### src/rtl/tdm_demux.sv
// Receive end of a TDM lane-select link: reassembles a serial slot stream into a
// LANES-bit word, using a frame-sync marker to locate slot 0.
module tdm_demux #(
  parameter int LANES = 4,
  parameter int SEL_W = $clog2(LANES)
) (
  input  logic             clk,
  input  logic             rst_n,
  input  logic             in_valid,
  input  logic             in_bit,
  input  logic             sync,
  output logic [LANES-1:0] out_word,
  output logic             out_valid,
  output logic [SEL_W-1:0] select,
  output logic             sync_err
);

  typedef enum logic {HUNT, COLLECT} state_t;

  localparam logic [SEL_W-1:0] LAST_SLOT = SEL_W'(LANES - 1);
  localparam logic [SEL_W-1:0] SLOT_ONE  = SEL_W'(1);

  state_t           state_reg;
  logic [LANES-1:0] staging_reg;
  logic [LANES-1:0] staging_next;
  logic             realign;
  logic             stage_we;
  logic [SEL_W-1:0] stage_idx;

  // A sync seen mid-frame restarts the frame at slot 0 with this beat's bit.
  assign realign   = in_valid && sync && (state_reg == COLLECT) && (select != '0);
  assign stage_we  = in_valid && ((state_reg == COLLECT) || sync);
  assign stage_idx = ((state_reg == HUNT) || realign) ? '0 : select;

  genvar gi;
  generate
    for (gi = 0; gi < LANES; gi++) begin : g_stage
      assign staging_next[gi] = (stage_we && (stage_idx == SEL_W'(gi))) ? in_bit
                                                                        : staging_reg[gi];
    end
  endgenerate

  always_ff @(posedge clk or negedge rst_n) begin
    if (!rst_n) begin
      state_reg   <= HUNT;
      select      <= '0;
      staging_reg <= '0;
      out_word    <= '0;
      out_valid   <= 1'b0;
      sync_err    <= 1'b0;
    end else begin
      out_valid   <= 1'b0;
      sync_err    <= 1'b0;
      staging_reg <= staging_next;
      if (in_valid) begin
        case (state_reg)
          HUNT: begin
            if (sync) begin
              select    <= SLOT_ONE;
              state_reg <= COLLECT;
            end
          end
          COLLECT: begin
            if (realign) begin
              select   <= SLOT_ONE;
              sync_err <= 1'b1;
            end else if (select == LAST_SLOT) begin
              // The last slot bit goes straight to the output, bypassing staging.
              out_word  <= {in_bit, staging_reg[LANES-2:0]};
              out_valid <= 1'b1;
              select    <= '0;
            end else begin
              select <= select + SLOT_ONE;
            end
          end
          default: state_reg <= HUNT;
        endcase
      end
    end
  end

endmodule

### config.mk
export PLATFORM = sky130hd
export DESIGN_NAME = tdm_demux
export DESIGN_NICKNAME = d
export VERILOG_FILES = /design/src/rtl/tdm_demux.sv
export SDC_FILE = /design/constraint.sdc
export NUM_CORES = 1
export LEC_CHECK = 0
export CELL_PAD_IN_SITES_DETAIL_PLACEMENT = 0
export CELL_PAD_IN_SITES_GLOBAL_PLACEMENT = 2
export CORE_MARGIN = 5
export CORE_UTILIZATION = 30
export CTS_CLUSTER_SIZE = 28
export DETAILED_ROUTE_END_ITERATION = 16
export GPL_ROUTABILITY_DRIVEN = 0
export PLACE_DENSITY_LB_ADDON = 0.1
export SETUP_SLACK_MARGIN = 0.15
export SYNTH_ARGS = -nofsm -noshare
export SYNTH_HDL_FRONTEND = slang
export SYNTH_SLANG_ARGS = --single-unit
### constraint.sdc
create_clock -name clk -period 2.1 [get_ports clk]
set_clock_uncertainty 0.1 [all_clocks]
set_input_delay 0.315 -clock clk [delete_from_list [all_inputs] [get_ports clk]]
set_output_delay 0.315 -clock clk [all_outputs]
set_load 0.1 [all_outputs]
== Yosys cells after proc, flatten, opt, wreduce, memory -nomap -nowiden ==
Index checks and enable logic that the tools add are counted.
Word-level totals
  register bits after elaboration: 12
  output and inout bits: 8
  input bits: 5
  word-level logic and storage cells: 42
Operators by class
  bitwise gates (word level): 2
  eq/ne operators: 4
  reductions and logical operators: 13
  add/sub/neg operators: 1
  muxes and demuxes: 14
Operators with widths (number)
  $mux W1: 9
  $mux W2: 4
  $logic_and A1 B1 Y1: 7
  $eq A2 B2 Y1 const B: 2
  $pmux W2 S2: 1
  $reduce_and A4 Y1: 1
  $add A2 B1 Y2 const B: 1
  $eq A2 B1 Y1 const B: 1
  $logic_not A2 Y1: 1
  $logic_or A1 B1 Y1: 2
  $ne A2 B2 Y1 const B: 1
  $not A1 Y1: 2
  $reduce_and A2 Y1: 1
  $reduce_bool A2 Y1: 1

== Logic depth before layout (Yosys ltp) ==
Gate-level depths: netlist of run 1.
  depth after elaboration: 7
  depth in mapped cells: 5
  gate-level depth less buffers: 5

== Worst setup path after synthesis of run 1 ==
No wires, ideal clock.
  path kind: register to register
  from: reg select[0]
  to: reg out_word[0]
  buffers on the path: 0
  library setup time: 0.125 ns
  clock period less this slack: 2.261 ns
  stages on the path, launching flop included: 6
  arrival time: 2.035 ns
  required time: 1.875 ns
  slack: -0.161 ns
  cells stage by stage: dfrtp_1 > inv_1 > ha_1 > nand2b_1 > nand3_4 > mux2_4
On the way
  cells in the longest elaborated chain, start to end: 4
  elaborated cells on any way between the ends: 5
  classes of those cells: 1 x eq/ne; 1 x bitwise; 3 x reduce/logical
Ends and longest elaborated chain
  from (decl): line 14  | output logic [SEL_W-1:0] select,
  from (signal assigned): line 73  | select <= select + SLOT_ONE;
  $reduce_bool A2 Y1: line 31  | assign realign = in_valid && sync && (state_reg == COLLECT) && (select != '0);
  $logic_and A1 B1 Y1: line 31
  $not A1 Y1 (no source line)
  $reduce_and A4 Y1 (no source line) (*)
  to (signal assigned): line 69  | out_word <= {in_bit, staging_reg[LANES-2:0]};
  to (decl): line 12  | output logic [LANES-1:0] out_word,
Mark *: on every way between the ends. The rest lies on a longest branch, timed or not.
A chain may end at the register's enable or synchronous reset.

== Worst setup path after layout of run 1 ==
  from: reg select[0]
  to: reg staging_reg[1]
On the way
  cells in the longest elaborated chain, start to end: 6
Ends and longest elaborated chain
  $reduce_bool A2 Y1: line 31
  $logic_and A1 B1 Y1: line 31
  $logic_or A1 B1 Y1: line 33  | assign stage_idx = ((state_reg == HUNT) || realign) ? '0 : select;
  $mux W2 (*): line 33
  $eq A2 B1 Y1 (*): line 38  | assign staging_next[gi] = (stage_we && (stage_idx == SEL_W'(gi))) ? in_bit
  $logic_and A1 B1 Y1 (*): line 38
  to (signal assigned): line 54  | staging_reg <= staging_next;
  to (decl): line 24  | logic [LANES-1:0] staging_reg;
Marked as above.

==> results of run 1 <==
==> area by class of cell <==
| type | instances | area, µm² | share of cell area |
|---|---|---|---|
| Sequential cell | 12 | 302.8 | 0.4194 |
| Multi-Input combinational cell | 26 | 240.2 | 0.3328 |
| Inverter | 3 | 11.26 | 0.01560 |
| Tap cell | 25 | 31.28 | 0.04333 |
| Clock buffer | 4 | 36.28 | 0.05026 |
| Timing Repair Buffer | 12 | 100.1 | 0.1386 |
==> layout by cell type (no fill, tap or decap), types with 2 or more instances in the layout <==
master,instances
dfrtp_1,10
buf_4,8
mux2_4,4
clkdlybuf4s50_1,4
o21ai_1,3
mux2_1,3
clkbuf_4,3
inv_1,2
nor3b_1,2
nor4_1,2
ha_1,2
dfrtp_2,2
==> worst paths after layout <==
check                                 endpoint  slack [ns]  depth (start not counted)            from
max in group asynchronous            select[1]        1.24                          1           rst_n
worst min-delay path               out_word[3]        0.29                          1           rst_n
min in group clk                staging_reg[2]        0.39                          1  staging_reg[2]
worst max register to register  staging_reg[1]        0.45                          5       select[0]
worst min register to register  staging_reg[2]        0.39                          1  staging_reg[2]
worst max-delay path            staging_reg[1]        0.45                          5       select[0]
==> cells by family (layout without fill, tap and decap cells) <==
logic type	after synthesis	in the layout	share of synthesized area
multiplexers	7	7	0.1701
flip-flops	12	12	0.5442
buffers and inverters	3	19	0.02041
AO/OA/AOI/OAI	7	7	0.08163
AND/OR/NAND/NOR	10	10	0.1383
adder cells (fa/ha/maj)	2	2	0.04534
==> per-stage QoR <==
step                      cells  hold slack, ns  cell area (µm²)
after floorplan              41        -0.08059            554.3
after global placement       78          0.3737            685.7
after detailed placement     78          0.3843            685.7
after CTS                    82          0.3031            721.9
after global routing         82          0.3176            721.9
final                        82          0.2914            721.9
==> layer usage <==
layer,global-route usage,routed length [µm]
met5,0,0
met4,0.01277,0
met3,0.05915,64
met2,0.1426,491
met1,0.1002,443
==> flow_metrics.env, run 1 <==
export IMPL_status="finished, final reports clean"
export IMPL_clk_latency_ns=0.26
export IMPL_syn2layout_area_growth_pct=30.84
export IMPL_post_route_min_period_ns=1.650
export IMPL_via_per_inst=4.402
export IMPL_fmax_mhz=605.9
export IMPL_fill_cells=178
export IMPL_synth_cell_types=19
export IMPL_setup_viol=0
export IMPL_nNetsFinal=65
export IMPL_cp_slowest_cell="dfrtp_2"
export IMPL_worstPathCellList="inv_1 -> ha_1 -> nor2b_1 -> nor4_1 -> mux2_1"
export IMPL_synth_seq_cells=12
export IMPL_hold_viol_final=0
export IMPL_tightest_slew_ns=0.5177
export IMPL_tns_ns=0
export IMPL_die_w_um=52.89
export IMPL_avgSynthCellArea_um2=13.46
export IMPL_dp_hpwl_um=832.3
export IMPL_antenna_left=0
export IMPL_clock_sinks=12
export IMPL_wl_per_cell_um=12.18
export IMPL_wl_um=999
export IMPL_clockBufferDepth=2
export IMPL_post_cts_setup_buffers=0
export IMPL_largest_register_ffs=4
export IMPL_root_buffer="clkbuf_4"
export IMPL_async_reset_ff_frac=1.000
export IMPL_cp_num_buf_inv=1
export IMPL_ys_top_cells_by_count="dfrtp_1, mux2_4, mux2_1, o21ai_1"
export IMPL_yosysTopAreaCellShare=0.5442
export IMPL_ctsResizeCount=0
export IMPL_max_cap_violations=0
export IMPL_finish_utilization=0.4136
export IMPL_grt_max_degree=13
export IMPL_htree_num_levels=1
export IMPL_drive_gt1_frac=0.3860
export IMPL_synth_edff_count=0
export IMPL_num_vias=361
export IMPL_endpoint_kind="flip-flop"
export IMPL_arrival_ns=1.70
export IMPL_synth_warning_count=0
export IMPL_die_area_um2=2797
export IMPL_crit_family="flip-flops"
export IMPL_max_slew_margin_rel=0.6538
export IMPL_num_rows=15
export IMPL_ys_top_cells_by_area="dfrtp_1, mux2_4, mux2_1"
export IMPL_cts_buffers=3
export IMPL_path_class="flip-flop to flip-flop"
export IMPL_ys_seq_area_frac=0.5442
export IMPL_io_pin_count=13
export IMPL_grt_usage=0.08909
export IMPL_yosysTopAreaCell="dfrtp_1"
export IMPL_antenna_found_initial=0
export IMPL_worst_slack_ns=0.4496
export IMPL_dr_pass1_iters=4
export IMPL_slew_violations=0
export IMPL_synth_cells=41
export IMPL_crit_fanout=6
export IMPL_required_ns=2.15
export IMPL_mappedNetlistArea_um2=551.8
export IMPL_n_antenna_cell=0
export IMPL_place_ws_ns=0.1715
export IMPL_start_util=0.3161
export IMPL_cp_slowest_stage_delay_ns=0.44
export IMPL_drt_iter0_drc=5
export IMPL_cts_tree="yes"
export IMPL_grt_overflow=0
export IMPL_drc_errors=0
export IMPL_portBuffers=12
export IMPL_rsz0062_at_grt="false"
export IMPL_fin_crit_sh=0.7859
export IMPL_startpoint_type="flip-flop"
export IMPL_grt_pass1_vias=387
export IMPL_synth_flop_cell="dfrtp_1"
export IMPL_syn_num_nets=48
export IMPL_cts_hold_buf=0
export IMPL_grt_pass1_wl_um=1718
export IMPL_yosysMostFrequentCell="dfrtp_1"
export IMPL_die_y_um=52.89
export IMPL_clkSlewWorstSetupHoldPaths_ns=0.07
export IMPL_hp_class="input pin to asynchronous set/reset pin"
export IMPL_core_area_um2=1745
Power of run 1 is not shown: default switching activity piles up to over one toggle a cycle in this logic, so the estimate is an artifact.
==> run 2, diff against run 1 <==
==> constraint.sdc (replaced) <==
create_clock -name clk -period 1.6 [get_ports clk]
set_clock_uncertainty 0.1 [all_clocks]
set_input_delay 0.24 -clock clk [delete_from_list [all_inputs] [get_ports clk]]
set_output_delay 0.24 -clock clk [all_outputs]
set_load 0.1 [all_outputs]
==> flow_metrics.env, run 2 (synthesis gave the netlist of run 1 again) <==
export IMPL_tns_ns=0
export IMPL_num_vias=400
export IMPL_final_common_cell="dfrtp_1"
export IMPL_arrival_ns=1.60
export IMPL_slew_violations=0
export IMPL_cp_num_buf_inv=1
export IMPL_clock_sinks=12
export IMPL_start_util=0.3161
export IMPL_crit_start="select[0]"
export IMPL_clockBufferDepth=2
export IMPL_fmax_mhz=647.0
export IMPL_grt_max_degree=13
export IMPL_num_rows=15
export IMPL_core_area_um2=1745
export IMPL_endpoint_kind="flip-flop"
export IMPL_post_cts_setup_buffers=0
export IMPL_portBuffers=12
export IMPL_cp_slowest_stage_delay_ns=0.52
export IMPL_crit_family="flip-flops"
export IMPL_die_w_um=52.89
export IMPL_grt_overflow=0
export IMPL_cts_tree="yes"
export IMPL_cts_buffers=3
export IMPL_required_ns=1.65
export IMPL_max_cap_violations=0
export IMPL_die_area_um2=2797
export IMPL_drt_iter0_drc=5
export IMPL_status="finished, final reports clean"
export IMPL_root_buffer="clkbuf_4"
export IMPL_crit_fanout=5
export IMPL_drive_gt1_frac=0.6250
export IMPL_fin_crit_sh=0.9661
export IMPL_max_slew_margin_rel=0.6282
export IMPL_path_class="flip-flop to flip-flop"
export IMPL_grt_usage=0.09976
export IMPL_grt_pass1_vias=414
export IMPL_startpoint_type="flip-flop"
export IMPL_hold_viol_final=0
export IMPL_n_antenna_cell=0
export IMPL_worstPathCellList="inv_4 -> ha_4 -> nand2b_4 -> nand3_4 -> mux2_4"
export IMPL_setup_viol=0
export IMPL_tightest_slew_ns=0.5560
export IMPL_wl_um=1233
export IMPL_drc_errors=0
export IMPL_syn2layout_area_growth_pct=73.92
export IMPL_die_y_um=52.89
export IMPL_rsz0062_at_grt="true"
export IMPL_cp_slowest_cell="dfrtp_4"
export IMPL_clkSlewWorstSetupHoldPaths_ns=0.08
export IMPL_dr_pass1_iters=2
export IMPL_multi_input_area_um2=314.1
export IMPL_via_per_inst=4.494
export IMPL_grt_pass1_wl_um=1945
export IMPL_wl_per_cell_um=13.85
export IMPL_seqCellArea_um2=307.8
export IMPL_hp_class="input pin to asynchronous set/reset pin"
export IMPL_antenna_found_initial=0
export IMPL_nNetsFinal=72
export IMPL_final_cell_mix="dfrtp_1, buf_12, buf_4"
export IMPL_dp_hpwl_um=957.5
export IMPL_rr_startpoint="select[0]"
export IMPL_fill_cells=154
export IMPL_io_pin_count=13
export IMPL_antenna_left=0
export IMPL_htree_num_levels=1
export IMPL_clk_latency_ns=0.27
export IMPL_largest_register_ffs=4
export IMPL_post_route_min_period_ns=1.546
[run 2: worst register-to-register path, delay by kind of cell, from the launching register on]
family | cells | cell delay [ns]
simple gates | 2 | 0.26
fa+ha+maj | 1 | 0.16
buf+inv | 1 | 0.08
flops | 1 | 0.52
mux | 1 | 0.32
[run 2: final cells by class]
type	instances	share of cell area
Timing Repair Buffer	19	0.2673
Multi-Input combinational cell	26	0.3272
Sequential cell	12	0.3207
Tap cell	25	0.03259
Clock buffer	4	0.03781
Inverter	3	0.01434
[run 2: timing repair]
item / CTS / global route
gates resized for setup: 4 / 7
setup endpoints to repair: 9 / 10
hold endpoints to repair: 0 / 0
pin swaps: 2 / 0
hold buffers: 0 / 0
[run 2: through the flow]
step                setup WS (ns)  area (µm²)  instances  hold WS [ns]    util
detailed placement        -0.2208       865.8         85        0.3848  0.4961
global placement          -0.2068       865.8         85        0.3730  0.4961
finish                    0.05432       959.7         89        0.2212  0.5498
global route            -0.008712       959.7         89        0.2581  0.5498
CTS                       0.04700       923.4         89        0.2439  0.5290
floorplan                -0.05723       581.8         41       -0.1556       -
[run 2: final timing paths]
| kind | end | slack [ns] | cells past startpoint |
|---|---|---|---|
| setup / recovery | out_word[1] | 0.05 | 5 |
| hold / removal | out_word[0] | 0.22 | 1 |
| setup reg to reg | out_word[1] | 0.05 | 5 |
| hold reg to reg | staging_reg[0] | 0.40 | 1 |
| max in group asynchronous | select[1] | 0.75 | 1 |
| min in group clk | staging_reg[0] | 0.40 | 1 |
[run 2: layer usage]
metal	vias to the layer above	GRT usage	wire length, µm
met5	-	0	0
met4	0	0.01277	0
met3	0	0.05352	79
met2	10	0.1550	629
met1	200	0.1246	523
li1	190	-	-
Power of run 2 is left out for the same reason.
==> run 3, diff against run 2 <==
--- a/config.mk
+++ b/config.mk
@@ -9,11 +9,13 @@
 export CELL_PAD_IN_SITES_GLOBAL_PLACEMENT = 2
 export CORE_MARGIN = 5
 export CORE_UTILIZATION = 30
+export CTS_CLUSTER_DIAMETER = 40
 export CTS_CLUSTER_SIZE = 28
 export DETAILED_ROUTE_END_ITERATION = 16
 export GPL_ROUTABILITY_DRIVEN = 0
 export PLACE_DENSITY_LB_ADDON = 0.1
 export SETUP_SLACK_MARGIN = 0.15
+export SKIP_CTS_REPAIR_TIMING = 1
 export SYNTH_ARGS = -nofsm -noshare
 export SYNTH_HDL_FRONTEND = slang
 export SYNTH_SLANG_ARGS = --single-unit
==> flow_metrics.env, run 3 (synthesis gave the netlist of run 1 again) <==
export IMPL_hold_ws_ns=0.2287
export IMPL_dp_hpwl_um=957.5
export IMPL_largest_register_ffs=4
export IMPL_portBuffers=12
export IMPL_wl_um=1241
export IMPL_grt_overflow=0
export IMPL_root_buffer="clkbuf_4"
export IMPL_cp_slowest_cell="dfrtp_4"
export IMPL_fmax_mhz=642.0
export IMPL_arrival_ns=1.61
export IMPL_path_depth=4
export IMPL_grt_max_degree=13
export IMPL_globalRouteMet2Util=0.1529
export IMPL_drt_iter0_drc=6
export IMPL_grt_busiest_layer="met2"
export IMPL_num_vias=400
export IMPL_endpoint_kind="flip-flop"
export IMPL_core_area_um2=1745
export IMPL_tns_ns=0
export IMPL_tightest_slew_ns=0.5713
export IMPL_grt_usage=0.09740
export IMPL_fill_cells=155
export IMPL_fin_crit_sh=0.9735
export IMPL_io_pin_count=13
export IMPL_antenna_found_initial=0
export IMPL_antenna_left=0
export IMPL_drive_gt1_frac=0.5938
export IMPL_required_ns=1.65
export IMPL_cp_num_buf_inv=1
export IMPL_setup_viol=0
export IMPL_max_slew_margin_rel=0.6180
export IMPL_status="finished, final reports clean"
export IMPL_hp_class="input pin to asynchronous set/reset pin"
export IMPL_crit_family="flip-flops"
export IMPL_clkSlewWorstSetupHoldPaths_ns=0.08
export IMPL_syn2layout_area_growth_pct=68.25
export IMPL_die_y_um=52.89
export IMPL_final_common_cell="dfrtp_1"
export IMPL_cts_buffers=3
export IMPL_wl_per_cell_um=13.94
export IMPL_dr_pass1_iters=2
export IMPL_die_w_um=52.89
export IMPL_post_route_min_period_ns=1.558
export IMPL_num_rows=15
export IMPL_clock_sinks=12
export IMPL_drc_errors=0
export IMPL_startpoint_type="flip-flop"
export IMPL_multi_input_area_um2=282.8
export IMPL_use_met3=0.05352
export IMPL_final_cell_mix="dfrtp_1, buf_12, buf_4"
export IMPL_finish_utilization=0.5319
export IMPL_worst_slack_ns=0.04246
export IMPL_n_antenna_cell=0
export IMPL_die_area_um2=2797
export IMPL_clk_latency_ns=0.27
export IMPL_worstPathCellList="buf_4 -> ha_2 -> nand3_4 -> mux2_4"
export IMPL_crit_fanout=5
export IMPL_place_ws_ns=-0.2208
export IMPL_met1_usage=0.1194
export IMPL_rsz0062_at_grt="true"
export IMPL_slew_violations=0
export IMPL_hold_viol_final=0
export IMPL_r2r_cells=4
export IMPL_nNetsFinal=72
export IMPL_cts_tree="yes"
export IMPL_seqCellArea_um2=307.8
export IMPL_max_cap_violations=0
export IMPL_clockBufferDepth=2
export IMPL_path_class="flip-flop to flip-flop"
export IMPL_cp_slowest_stage_delay_ns=0.52
export IMPL_grt_pass1_wl_um=1904
export IMPL_grt_pass1_vias=411
export IMPL_htree_num_levels=1
export IMPL_via_per_inst=4.494
export IMPL_start_util=0.3161
==> run 3: cell type report <==
type                            count  share of cell area
Tap cell                           25             0.03369
Sequential cell                    12              0.3315
Timing Repair Buffer               19              0.2763
Multi-Input combinational cell     26              0.3046
Clock buffer                        4             0.03908
Inverter                            3             0.01482
==> run 3: layer usage <==
layer  vias up  wire length (µm)
met5         -                 0
met4         0                 0
met3         0                79
met2        10               633
met1       199               528
li1        191                 -
==> run 3: worst paths after layout <==
path | from | endpoint | slack, ns
worst max-delay path | select[0] | out_word[1] | 0.04
worst min-delay path | rst_n | out_word[0] | 0.23
worst max register to register | select[0] | out_word[1] | 0.04
worst min register to register | staging_reg[2] | staging_reg[2] | 0.40
max in group asynchronous | rst_n | select[1] | 0.74
min in group clk | staging_reg[2] | staging_reg[2] | 0.40
==> run 3: stage by stage <==
step	cell area (µm²)	instances
after floorplan	581.8	41
after detailed placement	865.8	85
after global routing	928.4	89
after CTS	902.1	89
after global placement	865.8	85
final	928.4	89
Power of run 3 is left out for the same reason.
